`src/rtl/csr_pixel_loader_pkg.sv`:
```
// Shared state encoding and default geometry for the CSR pixel loader.
package loader_pkg;
    localparam int IMG_W_DEF      = 640;
    localparam int IMG_H_DEF      = 960;
    localparam int PIX_W_DEF      = 8;
    localparam int FIFO_DEPTH_DEF = 16;
    localparam int PACK           = 4;

    typedef enum logic [1:0] {
        ST_IDLE   = 2'd0,
        ST_STREAM = 2'd1,
        ST_DONE   = 2'd2
    } state_e;
endpackage

```
`src/rtl/csr_pixel_loader_if.sv`:
```
// CPU-side CSR bus of the pixel loader: write strobe/data, start pulse and FIFO status.
interface csr_pixel_loader_if
    import loader_pkg::*;
#(
    parameter int FIFO_DEPTH = FIFO_DEPTH_DEF
);
    localparam int LW = $clog2(FIFO_DEPTH) + 1;

    logic          csr_pixel_we;
    logic [31:0]   csr_pixel_w;
    logic          csr_start;
    logic [LW-1:0] csr_level_r;
    logic          csr_full_r;
    logic          overflow;

    modport master (
        output csr_pixel_we, csr_pixel_w, csr_start,
        input  csr_level_r, csr_full_r, overflow
    );

    modport slave (
        input  csr_pixel_we, csr_pixel_w, csr_start,
        output csr_level_r, csr_full_r, overflow
    );
endinterface

```
`src/rtl/csr_pixel_loader_input_fifo.sv`:
```
// Synchronous pixel FIFO with a registered read port and registered level/full status.
// With LOADER_PACK4_EN defined each push stores PACK pixels and needs PACK free slots.
module input_fifo
    import loader_pkg::*;
#(
    parameter int DEPTH = FIFO_DEPTH_DEF,
    parameter int W     = PIX_W_DEF,
    parameter int WPP   = 1,
    localparam int AW   = $clog2(DEPTH),
    localparam int LW   = AW + 1
) (
    input  logic             clk,
    input  logic             rst,
    input  logic             push_i,
    input  logic [WPP*W-1:0] push_data_i,
    input  logic             pop_i,
    output logic [W-1:0]     rd_data_o,
    output logic [LW-1:0]    level_o,
    output logic             full_o,
    output logic             empty_o,
    output logic             drop_o
);
    logic [W-1:0]  mem_q [DEPTH];
    logic [AW-1:0] wp_q, wp_d, rp_q, rp_d;
    logic [LW-1:0] level_q, level_d, free_s;
    logic          full_q, full_d;
    logic [W-1:0]  rd_q;
    logic          pop_ok_s, push_ok_s;

    // Push/pop acceptance and next pointer/level state.
    always_comb begin
        free_s   = LW'(DEPTH) - level_q;
        pop_ok_s = pop_i && (level_q != {LW{1'b0}});
`ifdef LOADER_PACK4_EN
        push_ok_s = push_i && (free_s >= LW'(WPP));
`else
        // A pop in the same cycle frees the slot the write will use.
        push_ok_s = push_i && ((free_s != {LW{1'b0}}) || pop_ok_s);
`endif
        wp_d    = push_ok_s ? (wp_q + AW'(WPP)) : wp_q;
        rp_d    = pop_ok_s ? (rp_q + AW'(1)) : rp_q;
        level_d = level_q + (push_ok_s ? LW'(WPP) : {LW{1'b0}})
                          - (pop_ok_s ? LW'(1) : {LW{1'b0}});
        full_d  = (level_d > LW'(DEPTH - WPP));
        drop_o  = push_i && !push_ok_s;
    end

    // Storage array; reading an entry overwritten this cycle returns the old value.
    always_ff @(posedge clk) begin
        for (int k = 0; k < WPP; k++) begin
            if (push_ok_s) begin
                mem_q[wp_q + AW'(k)] <= push_data_i[k*W +: W];
            end
        end
    end

    // Pointers, status and the registered read word.
    always_ff @(posedge clk) begin
        if (rst) begin
            wp_q    <= {AW{1'b0}};
            rp_q    <= {AW{1'b0}};
            level_q <= {LW{1'b0}};
            full_q  <= 1'b0;
            rd_q    <= {W{1'b0}};
        end else begin
            wp_q    <= wp_d;
            rp_q    <= rp_d;
            level_q <= level_d;
            full_q  <= full_d;
            if (pop_ok_s) begin
                rd_q <= mem_q[rp_q];
            end
        end
    end

    assign rd_data_o = rd_q;
    assign level_o   = level_q;
    assign full_o    = full_q;
    assign empty_o   = (level_q == {LW{1'b0}});
endmodule

```
`src/rtl/csr_pixel_loader.sv`:
```
// CPU-fed pixel streamer: CSR writes fill a FIFO, csr_start streams one IMG_W x IMG_H frame.
// LOADER_PACK4_EN packs four 8-bit pixels per CSR write (byte 0 first).
module csr_pixel_loader
    import loader_pkg::*;
#(
    parameter int IMG_W      = IMG_W_DEF,
    parameter int IMG_H      = IMG_H_DEF,
    parameter int PIX_W      = PIX_W_DEF,
    parameter int FIFO_DEPTH = FIFO_DEPTH_DEF
) (
    input  logic               clk,
    input  logic               rst,
    csr_pixel_loader_if.slave  csr,
    output logic [PIX_W-1:0]   px_out,
    output logic               valid_out,
    output logic               frame_start,
    output logic               line_end,
    output logic               done,
    output logic [31:0]        pixel_count
);
`ifdef LOADER_PACK4_EN
    localparam int WPP = PACK;
`else
    localparam int WPP = 1;
`endif
    localparam int LW = $clog2(FIFO_DEPTH) + 1;
    localparam int CW = (IMG_W > 1) ? $clog2(IMG_W) : 1;
    localparam int RW = (IMG_H > 1) ? $clog2(IMG_H) : 1;

    state_e        state_q, state_d;
    logic [CW-1:0] col_q, col_d;
    logic [RW-1:0] row_q, row_d;
    logic          all_popped_q, all_popped_d;
    logic [31:0]   pix_cnt_q, pix_cnt_d;
    logic          valid_q, fs_q, le_q, done_q, ovf_q;
    logic          fs_d, le_d, ovf_d;
    logic          restart_s, clr_ovf_s, pop_s, push_s, drop_s;
    logic          fifo_empty_s, fifo_drop_s;
    logic [LW-1:0] level_s;
    logic          full_s;
    logic [31:0]   unused_wdata_s;

    assign unused_wdata_s = csr.csr_pixel_w;
    assign push_s = csr.csr_pixel_we && (state_q != ST_DONE);
    assign drop_s = (csr.csr_pixel_we && (state_q == ST_DONE)) || fifo_drop_s;

    input_fifo #(
        .DEPTH (FIFO_DEPTH),
        .W     (PIX_W),
        .WPP   (WPP)
    ) u_fifo (
        .clk         (clk),
        .rst         (rst),
        .push_i      (push_s),
        .push_data_i (csr.csr_pixel_w[WPP*PIX_W-1:0]),
        .pop_i       (pop_s),
        .rd_data_o   (px_out),
        .level_o     (level_s),
        .full_o      (full_s),
        .empty_o     (fifo_empty_s),
        .drop_o      (fifo_drop_s)
    );

    // Frame FSM, raster counters and next values of the stream markers.
    always_comb begin
        state_d      = state_q;
        col_d        = col_q;
        row_d        = row_q;
        all_popped_d = all_popped_q;
        pix_cnt_d    = pix_cnt_q;
        restart_s    = 1'b0;
        clr_ovf_s    = 1'b0;
        pop_s        = 1'b0;
        case (state_q)
            ST_IDLE: begin
                if (csr.csr_start) begin
                    state_d   = ST_STREAM;
                    restart_s = 1'b1;
                end else begin
                    state_d = ST_IDLE;
                end
            end
            ST_STREAM: begin
                // The last pixel has been popped; leave once it has been emitted.
                if (all_popped_q) begin
                    state_d = ST_DONE;
                end else begin
                    pop_s = !fifo_empty_s;
                end
            end
            ST_DONE: begin
                if (csr.csr_start) begin
                    state_d   = ST_STREAM;
                    restart_s = 1'b1;
                    clr_ovf_s = 1'b1;
                end else begin
                    state_d = ST_DONE;
                end
            end
            default: begin
                state_d = ST_IDLE;
            end
        endcase

        if (restart_s) begin
            col_d        = {CW{1'b0}};
            row_d        = {RW{1'b0}};
            all_popped_d = 1'b0;
            pix_cnt_d    = 32'd0;
        end else if (pop_s) begin
            pix_cnt_d = pix_cnt_q + 32'd1;
            if (col_q == CW'(IMG_W - 1)) begin
                col_d = {CW{1'b0}};
                if (row_q == RW'(IMG_H - 1)) begin
                    row_d        = {RW{1'b0}};
                    all_popped_d = 1'b1;
                end else begin
                    row_d = row_q + RW'(1);
                end
            end else begin
                col_d = col_q + CW'(1);
            end
        end else begin
            pix_cnt_d = pix_cnt_q;
        end

        fs_d  = pop_s && (col_q == {CW{1'b0}}) && (row_q == {RW{1'b0}});
        le_d  = pop_s && (col_q == CW'(IMG_W - 1));
        ovf_d = (clr_ovf_s ? 1'b0 : ovf_q) | drop_s;
    end

    // State, counters and registered outputs.
    always_ff @(posedge clk) begin
        if (rst) begin
            state_q      <= ST_IDLE;
            col_q        <= {CW{1'b0}};
            row_q        <= {RW{1'b0}};
            all_popped_q <= 1'b0;
            pix_cnt_q    <= 32'd0;
            valid_q      <= 1'b0;
            fs_q         <= 1'b0;
            le_q         <= 1'b0;
            done_q       <= 1'b0;
            ovf_q        <= 1'b0;
        end else begin
            state_q      <= state_d;
            col_q        <= col_d;
            row_q        <= row_d;
            all_popped_q <= all_popped_d;
            pix_cnt_q    <= pix_cnt_d;
            valid_q      <= pop_s;
            fs_q         <= fs_d;
            le_q         <= le_d;
            done_q       <= (state_d == ST_DONE);
            ovf_q        <= ovf_d;
        end
    end

    assign valid_out       = valid_q;
    assign frame_start     = fs_q;
    assign line_end        = le_q;
    assign done            = done_q;
    assign pixel_count     = pix_cnt_q;
    assign csr.csr_level_r = level_s;
    assign csr.csr_full_r  = full_s;
    assign csr.overflow    = ovf_q;
endmodule
```
`src/flat_wrapper.sv`:
```
// flat-port wrapper written by rule: the top's interface ports become plain ports
module csr_pixel_loader_flat import loader_pkg::*;
#(
    parameter int IMG_W      = IMG_W_DEF,
    parameter int IMG_H      = IMG_H_DEF,
    parameter int PIX_W      = PIX_W_DEF,
    parameter int FIFO_DEPTH = FIFO_DEPTH_DEF
)
  (clk, rst, px_out, valid_out, frame_start, line_end, done, pixel_count, csr_csr_pixel_we, csr_csr_pixel_w, csr_csr_start, csr_csr_level_r, csr_csr_full_r, csr_overflow);
  csr_pixel_loader_if #(.FIFO_DEPTH(FIFO_DEPTH)) csr_i ();
  input  logic clk;
  input  logic rst;
  output logic [PIX_W-1:0] px_out;
  output logic valid_out;
  output logic frame_start;
  output logic line_end;
  output logic done;
  output logic [31:0] pixel_count;
  input wire logic [$bits(csr_i.csr_pixel_we)-1:0] csr_csr_pixel_we;
  input wire logic [$bits(csr_i.csr_pixel_w)-1:0] csr_csr_pixel_w;
  input wire logic [$bits(csr_i.csr_start)-1:0] csr_csr_start;
  output wire logic [$bits(csr_i.csr_level_r)-1:0] csr_csr_level_r;
  output wire logic [$bits(csr_i.csr_full_r)-1:0] csr_csr_full_r;
  output wire logic [$bits(csr_i.overflow)-1:0] csr_overflow;
  assign csr_i.csr_pixel_we = csr_csr_pixel_we;
  assign csr_i.csr_pixel_w = csr_csr_pixel_w;
  assign csr_i.csr_start = csr_csr_start;
  assign csr_csr_level_r = csr_i.csr_level_r;
  assign csr_csr_full_r = csr_i.csr_full_r;
  assign csr_overflow = csr_i.overflow;
  csr_pixel_loader #(.IMG_W(IMG_W), .IMG_H(IMG_H), .PIX_W(PIX_W), .FIFO_DEPTH(FIFO_DEPTH)) u_core (.clk(clk), .rst(rst), .csr(csr_i), .px_out(px_out), .valid_out(valid_out), .frame_start(frame_start), .line_end(line_end), .done(done), .pixel_count(pixel_count));
endmodule
```
`config.mk`:
```
export PLATFORM = sky130hd
export DESIGN_NAME = csr_pixel_loader_flat
export DESIGN_NICKNAME = d
export VERILOG_FILES = /design/src/rtl/csr_pixel_loader_pkg.sv /design/src/rtl/csr_pixel_loader_if.sv /design/src/rtl/csr_pixel_loader_input_fifo.sv /design/src/rtl/csr_pixel_loader.sv /design/src/flat_wrapper.sv
export SDC_FILE = /design/constraint.sdc
export NUM_CORES = 1
export LEC_CHECK = 0
export ABC_CLOCK_PERIOD_IN_PS = 7400
export BUFFER_PORTS_ARGS = -buffer_cell sky130_fd_sc_hd__buf_4
export CAP_MARGIN = 30
export CORE_ASPECT_RATIO = 1.2
export CORE_MARGIN = 2
export CORE_UTILIZATION = 60
export DETAILED_ROUTE_END_ITERATION = 8
export GPL_ROUTABILITY_DRIVEN = 0
export MAX_ROUTING_LAYER = met4
export PLACE_DENSITY = 0.9
export SLEW_MARGIN = 30
export SYNTH_ARGS = -nofsm -noshare
export SYNTH_HDL_FRONTEND = slang
export SYNTH_SLANG_ARGS = --single-unit
export TNS_END_PERCENT = 1
```
`constraint.sdc`:
```
create_clock -name clk -period 7.4 [get_ports clk]
set_input_delay 2.22 -clock clk [delete_from_list [all_inputs] [get_ports clk]]
set_output_delay 2.22 -clock clk [all_outputs]
set_load 0.005 [all_outputs]
```
# Word level (Yosys, flattened, before mapping)
# Memory sizes are Yosys's and may differ from the RTL's. A register that Yosys moved wholly into a read port is not among the register bits.
# Index checks and enable logic that the tools add are counted.
dict set report word_totals {
  input_bits 36
  ff_bits 74
  elab_cells 69
  out_inout_bits 51
  ramBits 128
  memories 1
}
dict set report op_classes {
  addsub 8
  n_bitwise 1
  n_reduce_logical 22
  n_lt_le_gt_ge 1
  eq_ne 6
  n_mux 16
}
# name depth width rd rd_ports_with_merged_regs write_ports line_no
set mem_list {}
lappend mem_list {u_core.u_fifo.mem_q 16 8 1 1 1 csr_pixel_loader_input_fifo.sv:23} ;# logic [W-1:0] mem_q [DEPTH];
# cell count
set ops {}
lappend ops {{32-bit by 1-bit adder with 32-bit output (second input constant)} 1}
lappend ops {{10-bit by 1-bit adder with 10-bit output (second input constant)} 2}
lappend ops {{10-bit == test (second input constant)} 2}
lappend ops {{10-bit zero test} 2}
lappend ops {{10-bit two-way mux} 2}
lappend ops {{1-bit two-way mux} 11}
lappend ops {{5-bit nonzero test} 2}
lappend ops {{4-bit by 1-bit adder with 4-bit output (second input constant)} 2}
lappend ops {{1-bit logical AND} 8}
lappend ops {{2-bit case mux with 3 select lines} 1}
lappend ops {{5-bit by 1-bit adder with 5-bit output} 1}
lappend ops {{5-bit by 4-bit greater-than comparator with 1-bit output (second input constant)} 1}
lappend ops {{5-bit zero test} 1}
lappend ops {{5-bit by 1-bit subtractor with 5-bit output} 1}
lappend ops {{5-bit subtractor (first input constant)} 1}
lappend ops {{2-bit == test (second input constant)} 2}
lappend ops {{2-bit two-way mux} 2}
lappend ops {{2-bit OR reduction} 2}
lappend ops {{3-bit AND reduction} 1}
lappend ops {{2-bit by 1-bit == test with 1-bit output (second input constant)} 1}
lappend ops {{1-bit zero test} 2}
lappend ops {{2-bit zero test} 1}
lappend ops {{1-bit logical OR} 2}
lappend ops {{2-bit inequality test (second input constant)} 1}
lappend ops {{other kinds (2)} 2}

# Depth between registers and ports, before layout
# Gate-level depths: netlist of run 1.
dict set report logic_depth {
  ltp_word 11
  depth_mapped 17
}

# Cells and area by module
# Synthesis of run 1 repeated with hierarchy kept, for this count alone.
dict set report hier_totals {
  hier_cells 710
  area_unflattened_um2 9097.5
}
# module seq_area_each_um2 n_inst area_per_inst_um2 cells_per_inst
set modules_own_cells {}
lappend modules_own_cells {input_fifo 4284.1 1 6050.8 349}
lappend modules_own_cells {csr_pixel_loader 1201.2 1 3046.7 361}

# Worst setup path after synthesis of run 1
# No wires, ideal clock.
dict set report synth_path {
  path_kind {input port to flip-flop}
  start {input csr_csr_pixel_we}
  end {register u_core.u_fifo.full_q (netlist: u_core.u_fifo.full_o)}
  arrival_ns 3.830
  required_time_ns 7.269
  setup_slack_ns 3.439
  n_path_buf 0
  cell_stages 10
  cell_sequence {o311a_4 > inv_2 > ha_1 > inv_1 > ha_1 > fa_1 > nor2b_1 > o21bai_1 > nand3_1 > nor3b_1}
}
dict set report synth_between {
  elab_chain_cells 6
}
# item line_no
set synth_rtl {}
lappend synth_rtl {{from (decl)} flat_wrapper.sv:19} ;# input wire logic [$bits(csr_i.csr_pixel_we)-1:0] csr_csr_pixel_we;
lappend synth_rtl {{1-bit logical AND} csr_pixel_loader.sv:44} ;# assign push_s = csr.csr_pixel_we && (state_q != ST_DONE);
lappend synth_rtl {{1-bit logical AND} csr_pixel_loader_input_fifo.sv:38} ;# push_ok_s = push_i && ((free_s != {LW{1'b0}}) || pop_ok_s);
lappend synth_rtl {{1-bit two-way mux} csr_pixel_loader_input_fifo.sv:42} ;# level_d = level_q + (push_ok_s ? LW'(WPP) : {LW{1'b0}})
lappend synth_rtl {{5-bit by 1-bit adder with 5-bit output} csr_pixel_loader_input_fifo.sv:42}
lappend synth_rtl {{5-bit by 1-bit subtractor with 5-bit output} csr_pixel_loader_input_fifo.sv:43} ;# - (pop_ok_s ? LW'(1) : {LW{1'b0}});
lappend synth_rtl {{5-bit by 4-bit greater-than comparator with 1-bit output} csr_pixel_loader_input_fifo.sv:44} ;# full_d = (level_d > LW'(DEPTH - WPP));
lappend synth_rtl {{to (signal assigned)} csr_pixel_loader_input_fifo.sv:69} ;# full_q <= full_d;
lappend synth_rtl {{to (decl)} csr_pixel_loader_input_fifo.sv:26} ;# logic full_q, full_d;
# Every way passes these cells.
# A chain may end at the register's enable or synchronous reset.

# Worst setup path in the final report of run 1
dict set report layout_path {
  start {register u_core.u_fifo.level_q[2] (netlist: u_core.u_fifo.level_o[2])}
  end {register u_core.u_fifo.full_q (netlist: u_core.u_fifo.full_o)}
}
dict set report layout_between {
  elab_chain_cells 11
}
# item line_no
set layout_rtl {}
lappend layout_rtl {{from (decl)} csr_pixel_loader_input_fifo.sv:25} ;# logic [LW-1:0] level_q, level_d, free_s;
lappend layout_rtl {{from (signal assigned)} csr_pixel_loader_input_fifo.sv:62} ;# level_q <= {LW{1'b0}};
lappend layout_rtl {{from (signal assigned)} csr_pixel_loader_input_fifo.sv:68} ;# level_q <= level_d;
lappend layout_rtl {{branches (longest 9 deep; another with 5-bit subtractor)} --}
lappend layout_rtl {{5-bit by 1-bit subtractor with 5-bit output (*)} csr_pixel_loader_input_fifo.sv:43}
lappend layout_rtl {{5-bit by 4-bit greater-than comparator with 1-bit output (*)} csr_pixel_loader_input_fifo.sv:44}
# Every way passes the cells marked *.

==> results of run 1 <==
==> path summary, 6_finish.rpt <==
check / start / to / slack [ns]
worst max register to register: u_core.u_fifo.level_o[2] / u_core.u_fifo.full_o / 3.28
worst max-delay path: u_core.u_fifo.level_o[2] / u_core.u_fifo.full_o / 3.28
worst min-delay path: u_core.pixel_count[31] / u_core.pixel_count[31] / 0.49
worst min register to register: u_core.pixel_count[31] / u_core.pixel_count[31] / 0.49
==> worst register-to-register path, delay by kind of cell, from the launching register on <==
| kind | cells | cell delay (ns) |
|---|---|---|
| buffers and inverters | 4 | 0.74 |
| adders and majority gates | 5 | 1.19 |
| and+or+nand+nor | 6 | 1.02 |
| AOI/OAI and AO/OA | 2 | 0.70 |
| DFF | 1 | 0.34 |
==> cells by family (layout without fill, tap and decap cells) <==
| group | after synthesis | after routing |
|---|---|---|
| AOI/OAI and AO/OA | 81 | 81 |
| buffers and inverters | 57 | 129 |
| DFF | 210 | 210 |
| adders and majority gates | 19 | 19 |
| muxes | 56 | 56 |
| xor gates and xnor gates | 20 | 20 |
| and+or+nand+nor | 234 | 234 |
==> flip-flops by register name (all words and copies together) (netlist names), 2 cells and up <==
| register | cells |
|---|---|
| u_core.u_fifo.rd_data_o | 8 |
| u_core.u_fifo.level_o | 5 |
| u_core.col_q | 10 |
| u_core.state_q | 2 |
| u_core.pixel_count | 32 |
| u_core.u_fifo.wp_q | 4 |
| u_core.row_q | 10 |
| u_core.u_fifo.mem_q | 128 |
| u_core.u_fifo.rp_q | 4 |
==> stage by stage <==
stage,hold slack [ns],worst slack [ns],cell area [sq um],total power (uW)
detailed placement,0.478,3.07,9550,1800
CTS,0.486,3.31,10200,2780
finish,0.491,3.28,10200,2770
global placement,0.459,2.88,9540,1770
global route,0.522,3.02,10200,2870
floorplan,0.458,3.44,8930,1650
==> layout by cell type (no fill, tap or decap), types with 23 or more instances in the layout <==
cell type,count
a21oi_1,34
buf_4,68
dfxtp_1,80
edfxtp_1,128
mux2i_1,23
mux4_2,32
nand2_1,53
nand3_1,23
nor2_1,41
or3_1,23
==> layout make-up <==
class / instances / area [sq um]
clock buffer: 25 / 541
clock inverter: 12 / 85.1
fill: 903 / 4300
inverter: 24 / 91.3
multi-input combinational: 410 / 3210
sequential: 210 / 5490
tap: 200 / 250
timing repair buffer: 68 / 510
==> power by group through the flow <==
stage          Clock (uW)  Sequential (uW)  Combinational [uW]
5_1_grt              1040             1370                 466
2_1_floorplan           0             1360                 292
6_report              980             1360                 425
4_1_cts               990             1360                 427
3_5_place_dp            0             1380                 420
3_3_place_gp            0             1380                 396
==> layer usage <==
layer / global-route usage (%) / vias to the layer above / share of wire, %
li1: - / 2691 / -
met1: 30.5 / 2947 / 38
met2: 45.8 / 242 / 54
met3: 3.74 / 41 / 6.0
met4: 7.97 / 0 / 2.2
met5: - / - / 0
==> flow_summary.json, run 1 <==
{
  "p_seq_share_pct": 49.2,
  "drt_iter0_drc": 861,
  "postRouteAntennaNets": 0,
  "clockPowerShare_pct": 35.4,
  "routed_wl_um": 19400,
  "setup_tns_ns": 0,
  "critPathBufInv": 4,
  "p_sw_uw": 711,
  "core_sq_um": 14500,
  "cap_violations": 0,
  "crit_chain": "inv_1 > ha_1 > nor3b_1 > ha_1 > nor2_2 > nand3_2 > clkinv_2 > o311a_4 > inv_2 > ha_1 > inv_1 > ha_1 > fa_1 > nor2b_1 > o21bai_1 > nand3_1 > nor3b_1",
  "cts_hold_buffers": 0,
  "grt_pass1_wl_um": 30900,
  "clockBufferDepth": 3,
  "grtUsageTotal_pct": 25.9,
  "initial_core_util_pct": 61.7,
  "crit_slowest_cell": "o311a_4",
  "grt_max_degree": 46,
  "synth_mux_area_share_pct": 10.8,
  "path_class": "reg2reg",
  "postCtsResizedCells": 0,
  "synth_top_flop_cell": "edfxtp_1",
  "drive_gt1_share_pct": 19.6,
  "diodes": 0,
  "cts.root.buffer_cell": "clkbuf_16",
  "path_clk_slew_ns": 0.06,
  "drv_slew": 0,
  "clk_latency_ns": 0.50,
  "r2r_cells": 17,
  "dp_hpwl_um": 12300,
  "cts_tree": "built",
  "nNetsFinal": 790,
  "utilization_pct": 70.3,
  "internal-power_uw": 2060,
  "synth_compound_area_share_pct": 5.79,
  "vias_per_cell": 6.24,
  "critical-path-top-delay-family": "adder cells",
  "post_cts_buffers": 0,
  "max-slew-margin-rel_pct": 32.2,
  "cts-htree-levels": 1,
  "crit_required_ns": 7.76,
  "slowest_delay_ns": 0.53,
  "synthXorXnorAreaFrac_pct": 1.96,
  "worstHoldPathCells": 2,
  "die_area_sq_um": 15900,
  "p_comb_share_pct": 15.4,
  "cpMostUsedCell": "ha_1",
  "final_cells": 949,
  "setup_viol": 0,
  "antenna_found_initial": 0,
  "grt_pass1_vias": 5948,
  "syn_avg_cell_area_sq_um": 13.2,
  "avgRoutedWirePerCell_um": 20.5,
  "yosys.area.top_type": "edfxtp_1",
  "finalClockSkew_ns": 0.0183,
  "ir_drop_v": 0.000252,
  "synth_most_common_cell": "edfxtp_1",
  "crit_path_end_kind": "register",
  "dieWidth_um": 115,
  "synth_top_area_share_pct": 43.0,
  "yosysWarnings": 0,
  "vias": 5921,
  "fp.dieH_um": 138,
  "io_buffers": 62,
  "rsz0062_at_grt": "false",
  "globalRouteOverflowTotal": 0,
  "yosys.area_share.simple_pct": 14.6,
  "netlist_top_cells_area": "edfxtp_1, dfxtp_1, mux4_2, mux2i_1, ha_1",
  "synth.cell_area_sq_um": 8930,
  "numCtsBuffers": 21,
  "drc_errors": 0,
  "worst_pin_slew_ns": 1.01,
  "hold_viol_final": 0,
  "ys_types": 55,
  "syn_nets": 732,
  "rows": 48,
  "outcome": "finished clean",
  "syn_to_final_growth_pct": 13.9,
  "max_freq_mhz": 243,
  "crit_arrival_ns": 4.47,
  "p_per_area_nw_per_um2": 272,
  "crit_fanout": 22,
  "synth_edf_count": 128,
  "hp-class": "reg2reg",
  "path_depth": 17,
  "final.min_clock_period_ns": 4.12,
  "synthAdderAreaFrac_pct": 2.75,
  "finalCritPeriodShare_pct": 55.6,
  "async_flop_share_pct": 0,
  "clkSinkCount": 210,
  "ys_ff_latch": 210,
  "synth_top_family_by_area": "simple AND/OR/NAND/NOR gates",
  "synthCells": 677,
  "dp.cells": 912,
  "io_pins": 87,
  "ys_seq_area_share_pct": 61.4,
  "first_pass_iters": 5,
  "cp-start-kind": "register",
  "p_leak_uw": 0.00345,
  "switching_share_pct": 25.7,
  "ys_top_cells_by_count": "edfxtp_1, dfxtp_1, nand2_1"
}
No activity file was read; power rests on OpenSTA's default activity.
==> run 2, diff against run 1 <==
--- a/config.mk
+++ b/config.mk
@@ -5,16 +5,17 @@
 export SDC_FILE = /design/constraint.sdc
 export NUM_CORES = 1
 export LEC_CHECK = 0
-export ABC_CLOCK_PERIOD_IN_PS = 7400
+export ABC_AREA = 1
+export ABC_CLOCK_PERIOD_IN_PS = 3500
 export BUFFER_PORTS_ARGS = -buffer_cell sky130_fd_sc_hd__buf_4
 export CAP_MARGIN = 30
 export CORE_ASPECT_RATIO = 1.2
 export CORE_MARGIN = 2
-export CORE_UTILIZATION = 60
+export CORE_UTILIZATION = 54
 export DETAILED_ROUTE_END_ITERATION = 8
 export GPL_ROUTABILITY_DRIVEN = 0
 export MAX_ROUTING_LAYER = met4
-export PLACE_DENSITY = 0.9
+export PLACE_DENSITY = 0.85
 export SLEW_MARGIN = 30
 export SYNTH_ARGS = -nofsm -noshare
 export SYNTH_HDL_FRONTEND = slang
==> constraint.sdc (replaced) <==
create_clock -name clk -period 3.5 [get_ports clk]
set_input_delay 1.05 -clock clk [delete_from_list [all_inputs] [get_ports clk]]
set_output_delay 1.05 -clock clk [all_outputs]
set_load 0.005 [all_outputs]
==> flow_summary.json, run 2 <==
{
  "hp-class": "reg2reg",
  "syn_to_final_growth_pct": 13.5,
  "fp.dieH_um": 150,
  "synth_edf_count": 128,
  "initial_core_util_pct": 55.0,
  "drt_iter0_drc": 822,
  "synthCells": 1074,
  "clkSinkCount": 210,
  "cts.root.buffer_cell": "clkbuf_16",
  "postCtsResizedCells": 0,
  "grtUsageTotal_pct": 23.9,
  "final_cell_mix": "nor2_1, nand2_1, edfxtp_1",
  "cts_tree": "built",
  "ys_top_cells_by_count": "nor2_1, nand2_1, edfxtp_1",
  "reg2reg_from": "u_core.u_fifo.level_o[2]",
  "placed_area_sq_um": 10300,
  "grt_max_degree": 83,
  "avgRoutedWirePerCell_um": 16.2,
  "clk_latency_ns": 0.50,
  "finalClockSkew_ns": 0.00937,
  "dp_hpwl_um": 14400,
  "cts-htree-levels": 1,
  "p_per_area_nw_per_um2": 575,
  "crit_path_end_kind": "register",
  "diodes": 0,
  "netlist_top_cells_area": "edfxtp_1, dfxtp_1, nor2_1, nand2_1, nand3_1",
  "path_clk_slew_ns": 0.07,
  "numCtsBuffers": 21,
  "synth.cell_area_sq_um": 9620,
  "final_area_sq_um": 10900,
  "synth_top_flop_cell": "edfxtp_1",
  "path_class": "reg2reg",
  "wl_met1_um": 8850,
  "die_area_sq_um": 18900,
  "mostFrequentLayoutCell": "nor2_1",
  "wl_met3_um": 1220,
  "final.min_clock_period_ns": 3.16,
  "ys_seq_area_share_pct": 57.0,
  "worst_pin_slew_ns": 0.829,
  "setup_viol": 0,
  "dieWidth_um": 126,
  "cts_hold_buffers": 0,
  "antenna_found_initial": 0,
  "ir_drop_v": 0.000597,
  "cp-start-kind": "register",
  "drc_errors": 0,
  "crit_fanout": 6,
  "wl_met2_um": 11300,
  "io_buffers": 62,
  "fillers": 1404,
  "drive_gt1_share_pct": 11.7,
  "rsz0062_at_grt": "false",
  "grt_pass1_wl_um": 35700,
  "hold_path_end": "u_core.pixel_count[5]",
  "ff2ff_setup_slack_ns": 0.34,
  "reg2reg_to": "u_core.u_fifo.level_o[4]",
  "maxUsedRoutingLayer": "met4",
  "outcome": "finished clean",
  "hold_start": "u_core.pixel_count[5]",
  "crit_required_ns": 3.88,
  "hold_viol_final": 0,
  "syn_avg_cell_area_sq_um": 8.96,
  "crit_arrival_ns": 3.53,
  "r2r_cells": 18,
  "finalPower_uw": 6280,
  "grt_pass1_vias": 7403,
  "post_cts_buffers": 0,
  "rows": 53,
  "synth_most_common_cell": "nor2_1",
  "syn_nets": 1129,
  "max-slew-margin-rel_pct": 44.7,
  "vias": 7629,
  "async_flop_share_pct": 0,
  "top_register": "u_core.u_fifo.mem_q",
  "nNetsFinal": 1190,
  "io_pins": 87,
  "yosysWarnings": 0,
  "core_sq_um": 17500,
  "globalRouteOverflowTotal": 0,
  "largest_reg_flops": 128,
  "first_pass_iters": 5,
  "ys_types": 39,
  "finalCritPeriodShare_pct": 90.2,
  "seq_area_sq_um": 5490,
  "vias_per_cell": 5.58,
  "clockBufferDepth": 3,
  "setup_tns_ns": 0,
  "cap_violations": 0,
  "max_freq_mhz": 317,
  "routed_wl_um": 22200,
  "ys_ff_latch": 210,
  "worstHoldPathCells": 2,
  "yosys.area.top_type": "edfxtp_1",
  "postRouteAntennaNets": 0,
  "multi_input_area_sq_um": 3500,
  "synth_top_area_share_pct": 39.9,
  "drv_slew": 0,
  "p_leak_uw": 0.00417
}
-- run 2: cell count changes after synthesis, sizes merged, moves of 21 or more --
| cell | change |
|---|---|
| inv | +89 |
| o21ai | +46 |
| nand4 | +21 |
| or3 | -23 |
| nand2 | +136 |
| nand3 | +66 |
| mux2i | -23 |
| mux4 | -32 |
| nor2 | +178 |
-- run 2: cell type report --
type                       instances  share of cell area [%]
multi-input combinational        712                    32.1
clock buffer                      27                    5.20
tap                              220                    2.52
timing repair buffer              74                    5.09
clock inverter                     9                   0.893
inverter                         116                    4.01
sequential                       210                    50.2
-- run 2: how the worst max path moves through the flow --
stage	depth (start not counted)	endpoint	from
detailed placement	12	u_core.u_fifo.full_o	csr_csr_pixel_we
finish	18	u_core.u_fifo.level_o[4]	u_core.u_fifo.level_o[2]
global placement	12	u_core.u_fifo.level_o[4]	csr_csr_pixel_we
CTS	18	u_core.u_fifo.level_o[4]	u_core.u_fifo.level_o[2]
global route	18	u_core.u_fifo.full_o	u_core.u_fifo.level_o[2]
floorplan	18	u_core.u_fifo.full_o	u_core.u_fifo.level_o[3]
-- run 2: cells by family (layout without fill, tap and decap cells) --
family,Yosys count,after routing,synth area share (%)
XOR/XNOR,12,12,1.09
AO/OA/AOI/OAI,119,119,6.71
AND/OR/NAND/NOR,562,562,26.0
adder cells (fa/ha/maj),19,19,2.55
flip-flops,210,210,57.0
buffers and inverters,152,226,6.62
-- run 2: per-layer routing --
| metal | up-vias | track usage (%) |
|---|---|---|
| met3 | 57 | 2.59 |
| met4 | 0 | 9.89 |
| li1 | 3708 | - |
| met1 | 3593 | 28.2 |
| met2 | 271 | 42.1 |
| met5 | - | - |
-- run 2: through the flow --
step	worst slack, ns	utilization [%]	instances	hold WS (ns)
6_report	0.343	62.4	1368	0.479
3_3_place_gp	0.406	58.6	1332	0.457
4_1_cts	0.341	62.4	1368	0.483
3_5_place_dp	0.348	58.6	1332	0.466
5_1_grt	0.0551	62.4	1368	0.489
2_1_floorplan	0.552	-	1074	0.453
-- run 2: worst max-delay path, cell delays in order, from the launching register on --
cell,delay [ns]
dfxtp_1,0.37
inv_1,0.11
ha_1,0.21
nor3b_1,0.13
ha_1,0.20
inv_1,0.06
nand2_1,0.07
nor2_4,0.11
nor2_1,0.07
nand3_2,0.09
nand2_2,0.10
ha_1,0.29
inv_1,0.04
ha_1,0.20
fa_1,0.41
a21oi_1,0.19
o21bai_1,0.11
o21ai_0,0.23
a21oi_1,0.06
-- run 2: where the power goes --
group	switching, uW	total, uW	internal, uW
logic	790	1200	413
registers	97.3	2880	2780
clock network	910	2200	1290
